--- config.mk ---
export PLATFORM = sky130hd
export DESIGN_NAME = aes_round_back
export DESIGN_NICKNAME = d
export VERILOG_FILES = /design/src/rtl/aes_round_back_pkg.sv /design/src/rtl/aes_mix_column.sv /design/src/rtl/aes_round_back.sv
export SDC_FILE = /design/constraint.sdc
export NUM_CORES = 1
export LEC_CHECK = 0
export ABC_AREA = 0
export CAP_MARGIN = 20
export CORE_MARGIN = 4
export CORE_UTILIZATION = 40
export DETAILED_ROUTE_END_ITERATION = 6
export DONT_BUFFER_PORTS = 1
export GPL_ROUTABILITY_DRIVEN = 0
export GPL_TIMING_DRIVEN = 0
export PLACE_DENSITY_LB_ADDON = 0.08
export SETUP_SLACK_MARGIN = 0.3
export SYNTH_ARGS = -nofsm -noshare
export SYNTH_HDL_FRONTEND = slang
export SYNTH_SLANG_ARGS = --single-unit
--- constraint.sdc ---
create_clock -name clk -period 3.28 [get_ports clk]
set_input_delay 0.656 -clock clk [delete_from_list [all_inputs] [get_ports clk]]
set_output_delay 0.656 -clock clk [all_outputs]
set_load 0.05 [all_outputs]
--- src/rtl/aes_round_back_pkg.sv ---
// Shared AES helpers: GF(2^8) doubling/tripling, ShiftRows byte map and the 128-bit state type.
// Byte k of a state sits at bits [127-8k -: 8], with k = 4*column + row.
package aes_round_back_pkg;

    typedef logic [127:0] aes_state_t;

    // Output byte k of ShiftRows is taken from input byte SR_IDX[k].
    localparam int SR_IDX [16] = '{ 0,  5, 10, 15,
                                    4,  9, 14,  3,
                                    8, 13,  2,  7,
                                   12,  1,  6, 11};

    function automatic logic [7:0] xtime(input logic [7:0] b);
        return {b[6:0], 1'b0} ^ (b[7] ? 8'h1b : 8'h00);
    endfunction

    function automatic logic [7:0] gf_mul2(input logic [7:0] b);
        return xtime(b);
    endfunction

    function automatic logic [7:0] gf_mul3(input logic [7:0] b);
        return xtime(b) ^ b;
    endfunction

    function automatic aes_state_t shift_rows(input aes_state_t s);
        aes_state_t r;
        r = '0;
        for (int k = 0; k < 16; k++) begin
            r[127-8*k -: 8] = s[127-8*SR_IDX[k] -: 8];
        end
        return r;
    endfunction

endpackage

--- src/rtl/aes_mix_column.sv ---
// MixColumns on one 32-bit column; row 0 byte in [31:24], row 3 byte in [7:0].
module aes_mix_column
    import aes_round_back_pkg::*;
(
    input  logic [31:0] col_in,
    output logic [31:0] col_out
);

    logic [7:0] a0, a1, a2, a3;

    assign a0 = col_in[31:24];
    assign a1 = col_in[23:16];
    assign a2 = col_in[15:8];
    assign a3 = col_in[7:0];

    assign col_out[31:24] = gf_mul2(a0) ^ gf_mul3(a1) ^ a2 ^ a3;
    assign col_out[23:16] = a0 ^ gf_mul2(a1) ^ gf_mul3(a2) ^ a3;
    assign col_out[15:8]  = a0 ^ a1 ^ gf_mul2(a2) ^ gf_mul3(a3);
    assign col_out[7:0]   = gf_mul3(a0) ^ a1 ^ a2 ^ gf_mul2(a3);

endmodule

--- src/rtl/aes_round_back.sv ---
// Back half of an AES round (ShiftRows, MixColumns, AddRoundKey) behind a 1-cycle valid/ready stage.
// Define AES_ROUND_SKID_EN to add a one-entry skid register and a registered in_ready.
module aes_round_back
    import aes_round_back_pkg::*;
(
    input  logic         clk,
    input  logic         rst,
    input  logic         in_valid,
    output logic         in_ready,
    input  logic [127:0] in_state,
    input  logic [127:0] in_key,
    input  logic         in_last,
    output logic         out_valid,
    input  logic         out_ready,
    output logic [127:0] out_state,
    output logic         out_last
);

    aes_state_t sr_state;
    aes_state_t mc_state;
    aes_state_t round_res;
    logic       in_fire;

    assign sr_state = shift_rows(in_state);

    for (genvar c = 0; c < 4; c++) begin : g_col
        aes_mix_column u_mix (
            .col_in  (sr_state[127-32*c -: 32]),
            .col_out (mc_state[127-32*c -: 32])
        );
    end

    assign round_res = (in_last ? sr_state : mc_state) ^ in_key;
    assign in_fire   = in_valid && in_ready;

`ifdef AES_ROUND_SKID_EN
    logic       skid_valid;
    aes_state_t skid_state;
    logic       skid_last;
    logic       out_free;

    // in_ready is the skid-empty flop; the rst gate only forces 0 during the reset cycle itself.
    assign in_ready = !skid_valid && !rst;
    assign out_free = !out_valid || out_ready;

    always_ff @(posedge clk) begin
        if (rst) begin
            out_valid  <= 1'b0;
            out_state  <= '0;
            out_last   <= 1'b0;
            skid_valid <= 1'b0;
            skid_state <= '0;
            skid_last  <= 1'b0;
        end else if (out_free) begin
            if (skid_valid) begin
                out_valid  <= 1'b1;
                out_state  <= skid_state;
                out_last   <= skid_last;
                skid_valid <= 1'b0;
            end else if (in_fire) begin
                out_valid <= 1'b1;
                out_state <= round_res;
                out_last  <= in_last;
            end else begin
                out_valid <= 1'b0;
            end
        end else if (in_fire) begin
            skid_valid <= 1'b1;
            skid_state <= round_res;
            skid_last  <= in_last;
        end
    end
`else
    assign in_ready = (!out_valid || out_ready) && !rst;

    always_ff @(posedge clk) begin
        if (rst) begin
            out_valid <= 1'b0;
            out_state <= '0;
            out_last  <= 1'b0;
        end else if (in_fire) begin
            out_valid <= 1'b1;
            out_state <= round_res;
            out_last  <= in_last;
        end else if (out_ready) begin
            out_valid <= 1'b0;
        end
    end
`endif

endmodule

# Word level (Yosys, flattened, before mapping)
# Index checks and enable logic that the tools add are counted.
# word_totals
inputBits,261
output_inout_bits,131
reg_bits,130
# op_classes
n_reduce_logical,6
n_bitwise,81
mux,19
# ops
operator,n
bitwise XOR 8 bit,77
2-to-1 mux 128 bit,1
bitwise XOR 128 bit,1
2-to-1 mux 5 bit,16
bitwise XOR 8 x 5 -> 8 bit,3
logical AND 1 bit,2
logical NOT 1 bit,2
2-to-1 mux 1 bit,2
nonzero test 2 bit,1
logical OR 1 bit,1

# Depth between registers and ports, before layout
# depth
word_depth,8
mapped_depth,8
ltp_nobuf,5

# Hierarchy
# From an unflattened synthesis, not the netlist that was laid out.
# unflattened
cells_unflattened,1047
hier_area_um2,12464.5
# by_module_without_submodules
mod,cells_each,n_inst,seq_area_each_um2,area_each_um2
aes_round_back,723,1,2602.5,7114.3
aes_mix_column,81,4,0.0,1337.5

# Worst setup path before layout
# No wires, ideal clock.
# synth_path
path_kind,input-to-reg
start,in out_ready
end,reg out_state[101]
required_time_ps,3197
t_arrival_ps,2075
cell_stages,6
setup_slack_ps,1122
path_cell_list,nor2b_1 > nor2_1 > and2_1 > nand2_1 > buf_1 > o221ai_1
# synth_via
elab_chain_len,3
# synth_rtl
element,line,source
"start, declared",aes_round_back.sv:14,"input logic out_ready,"
logical OR 1 bit,aes_round_back.sv:74,assign in_ready = (!out_valid || out_ready) && !rst;
logical AND 1 bit,aes_round_back.sv:74,
via in_ready,aes_round_back.sv:9,"output logic in_ready,"
logical AND 1 bit,aes_round_back.sv:34,assign in_fire = in_valid && in_ready;
"end signal, assigned",aes_round_back.sv:83,out_state <= round_res;
"end, declared",aes_round_back.sv:15,"output logic [127:0] out_state,"
# The timed path passes the listed nets, and every way through them passes these cells.
# A chain may end at the register's enable or synchronous reset.

# Worst setup path after layout
# layout_path
start,reg out_valid
end,reg out_state[3]
# layout_via
elab_chain_len,4
# layout_rtl
element,line,source
"start, declared",aes_round_back.sv:13,"output logic out_valid,"
"start signal, assigned",aes_round_back.sv:78,out_valid <= 1'b0;
"start signal, assigned",aes_round_back.sv:82,out_valid <= 1'b1;
"start signal, assigned",aes_round_back.sv:86,out_valid <= 1'b0;
logical NOT 1 bit,aes_round_back.sv:74,
logical OR 1 bit,aes_round_back.sv:74,
logical AND 1 bit,aes_round_back.sv:74,
via in_ready,aes_round_back.sv:9,
logical AND 1 bit,aes_round_back.sv:34,
# The timed path passes the listed nets, and every way through them passes these cells.

==> impl_metrics.toml <==
[placed_design]
placedCellCount = 1572
placed_cell_area_sq_um = 12400
port_buffers = 0
hpwl_mm = 31.9

[clock_tree]
insertion_delay_ps = 440
cts_resized = 1
cts_buffers = 17
root_buffer = "clkbuf_16"
cts_hold_buf = 0
cts.sinks = 130
clk_pin_slew_ps = 60
cts_tree = "built"
clk_path_buf_depth = 2
cts_max_level = 4
postCtsSetupBuffers = 0

[pwr]
vdd_drop_max_mv = 0.334
p_int_mw = 4.29
pwr-share-clk = 0.308
p_leak_nw = 5.76
powerDensity_nw_per_um2 = 536
p_sw_frac = 0.384
combPwrFrac = 0.308
p_seq_frac = 0.384
p_sw_mw = 2.68

[global_routing]
antenna_found_initial = 0
grt_usage = 0.241
grt_pass1_wl_mm = 59.3
overflow = 0
grt_pass1_vias = 8975
grt_max_degree = 17

[cells_and_area]
design_area_sq_um = 13000
fin_nets = 1468
syn2layout_area_growth_pct = 9.39
final_cells = 1604
drive_gt1_frac = 0.0713
antenna_cells = 0

[worst_setup_path]
criticalPathCategory = "flop to flop"
critPathMaxStageDelay_ps = 800
cp.arrival_ps = 3010
cp_slowest_cell = "nor2_1"
worstPathRequired_ps = 3620
crit_fanout = 10
crit_path_cell_trace = "nor2b_1 -> nor2_1 -> and2_1 -> nand2_1 -> buf_1 -> o21ai_0"
start_kind = "flop"
endpoint_kind = "flop"

[flow_run]
max_cap_viol_count = 0

[timing]
tightest_slew_ps = 1060
skew_ps = 14.1
drv_slew = 0
fin_setup_tns_ps = 0
maxSlewHeadroom = 0.293
finalCritPeriodShare = 0.816
hold_viol = 0
setup_viol = 0
fmax_ghz = 0.374
rsz0062_at_grt = "false"
timing.final.crit_period_ps = 2680

[yosys]
syn_area_sq_um = 11900
synth_edf_count = 0
ys_async_sr_fraction = 0
syn_inst = 1188
synth_top_cells_by_area = "xnor3_1, dfxtp_1, xnor2_1"
synth.most_common_cell = "xnor2_1"
synth_fp_nets = 1449
synth_seq_cells = 130
yosysUniqueCellTypes = 31
ys_seq_area_frac = 0.219
synth_top_area_frac = 0.239
ys_top_cells_by_count = "xnor2_1, o21ai_0, dfxtp_1, nand3_1, xnor3_1"
synth_warnings = 0
synth_flop_cell = "dfxtp_1"
syn_avg_cell_area_sq_um = 9.99
post-synth-top-area-cell = "xnor3_1"

[floorplanning]
start_util = 0.409
die_area_sq_um = 32500
pin_count = 392
std_cell_rows = 62
fp.dieW_um = 180
coreArea_sq_um = 29000
fp.dieH_um = 180

[min_path]
hp-class = "primary input to flop"

[route]
drc = 0
wire_per_inst_um = 25.3
drtAntennaViolNets = 0
viasPerCell = 5.42
initialDrtViolationCount = 402
drtPass1Iterations = 5
vias = 8694
routed_wl_mm = 40.6

[run_status]
status = "finished, final reports clean"
## routing by layer
metal / routed length, um / track usage / up-vias
met1: 16800 / 0.297 / 4228
li1: - / - / 4093
met3: 3600 / 0.0884 / 37
met4: 711 / 0.0523 / 0
met5: 0 / 0 / -
met2: 19500 / 0.405 / 336
## flip-flops by register name, indices dropped and copies added, names as in the netlist
name       flops
out_last       1
out_state    128
out_valid      1
## cell families (layout without fill, tap and decap cells)
| group | count (synthesis) | count (layout) | synth area share |
|---|---|---|---|
| XOR/XNOR | 451 | 451 | 0.529 |
| AND/OR/NAND/NOR | 247 | 247 | 0.0934 |
| AO/OA/AOI/OAI | 226 | 226 | 0.100 |
| flip-flops | 130 | 130 | 0.219 |
| buffers and inverters | 115 | 147 | 0.0427 |
| multiplexers | 19 | 19 | 0.0160 |
## metrics by stage
| stage | total power [mW] | hold WS (ps) | utilization | setup WS (ps) |
|---|---|---|---|---|
| 3_5_place_dp | 4.87 | 699 | 0.426 | 10.0 |
| 5_1_grt | 7.28 | 274 | 0.448 | 350 |
| 2_1_floorplan | 4.42 | 679 | - | 1120 |
| 3_3_place_gp | 4.84 | 692 | 0.426 | 44.0 |
| 6_report | 6.96 | 292 | 0.448 | 604 |
| 4_1_cts | 7.03 | 275 | 0.448 | 373 |
## power by group through the flow
stage,clock network [mW],logic (mW),registers (mW)
finish,2.14,2.15,2.68
global route,2.25,2.34,2.69
CTS,2.19,2.17,2.68
detailed placement,0,2.16,2.71
global placement,0,2.13,2.71
floorplan,0,1.78,2.64
## placed cells by master (no fill, tap or decap), drive strengths merged
master / Yosys / final
a31oi: 4 / 4
and2: 1 / 1
buf: 54 / 54
bufinv: 0 / 4
clkbuf: 59 / 77
clkinv: 1 / 7
clkinvlp: 0 / 1
dfxtp: 130 / 130
inv: 1 / 4
mux2i: 19 / 19
nand2: 108 / 108
nand3: 127 / 127
nor2: 3 / 3
nor2b: 1 / 1
nor3: 4 / 4
o2111ai: 2 / 2
o21ai: 208 / 208
o221ai: 12 / 12
or3b: 1 / 1
or4: 2 / 2
xnor2: 175 / 175
xnor3: 126 / 126
xor2: 122 / 122
xor3: 28 / 28
## area by class of cell
| class | instances | area [sq um] |
|---|---|---|
| multi-input cells | 943 | 8760 |
| clock buffers | 18 | 429 |
| flip-flops and latches | 130 | 2600 |
| inverters | 2 | 7.51 |
| plain buffers | 113 | 500 |
| well taps | 384 | 480 |
| clock inverters | 14 | 203 |
| fillers | 2846 | 16000 |
## critical path, delay by kind of cell, from the launching register on
kind	cells	cell delay [ps]
AOI/OAI and AO/OA	1	240
DFF	1	410
buffers and inverters	1	370
and+or+nand+nor	4	1560
## final timing paths
kind | start | endpoint | slack (ps) | cells after the start
worst max-delay path | out_valid | out_state[3] | 600 | 6
worst max register to register | out_valid | out_state[3] | 600 | 6
worst min-delay path | rst | out_valid | 290 | 1
worst min register to register | out_state[14] | out_state[14] | 700 | 2
Note: power is estimated with default switching activity, not from simulation.
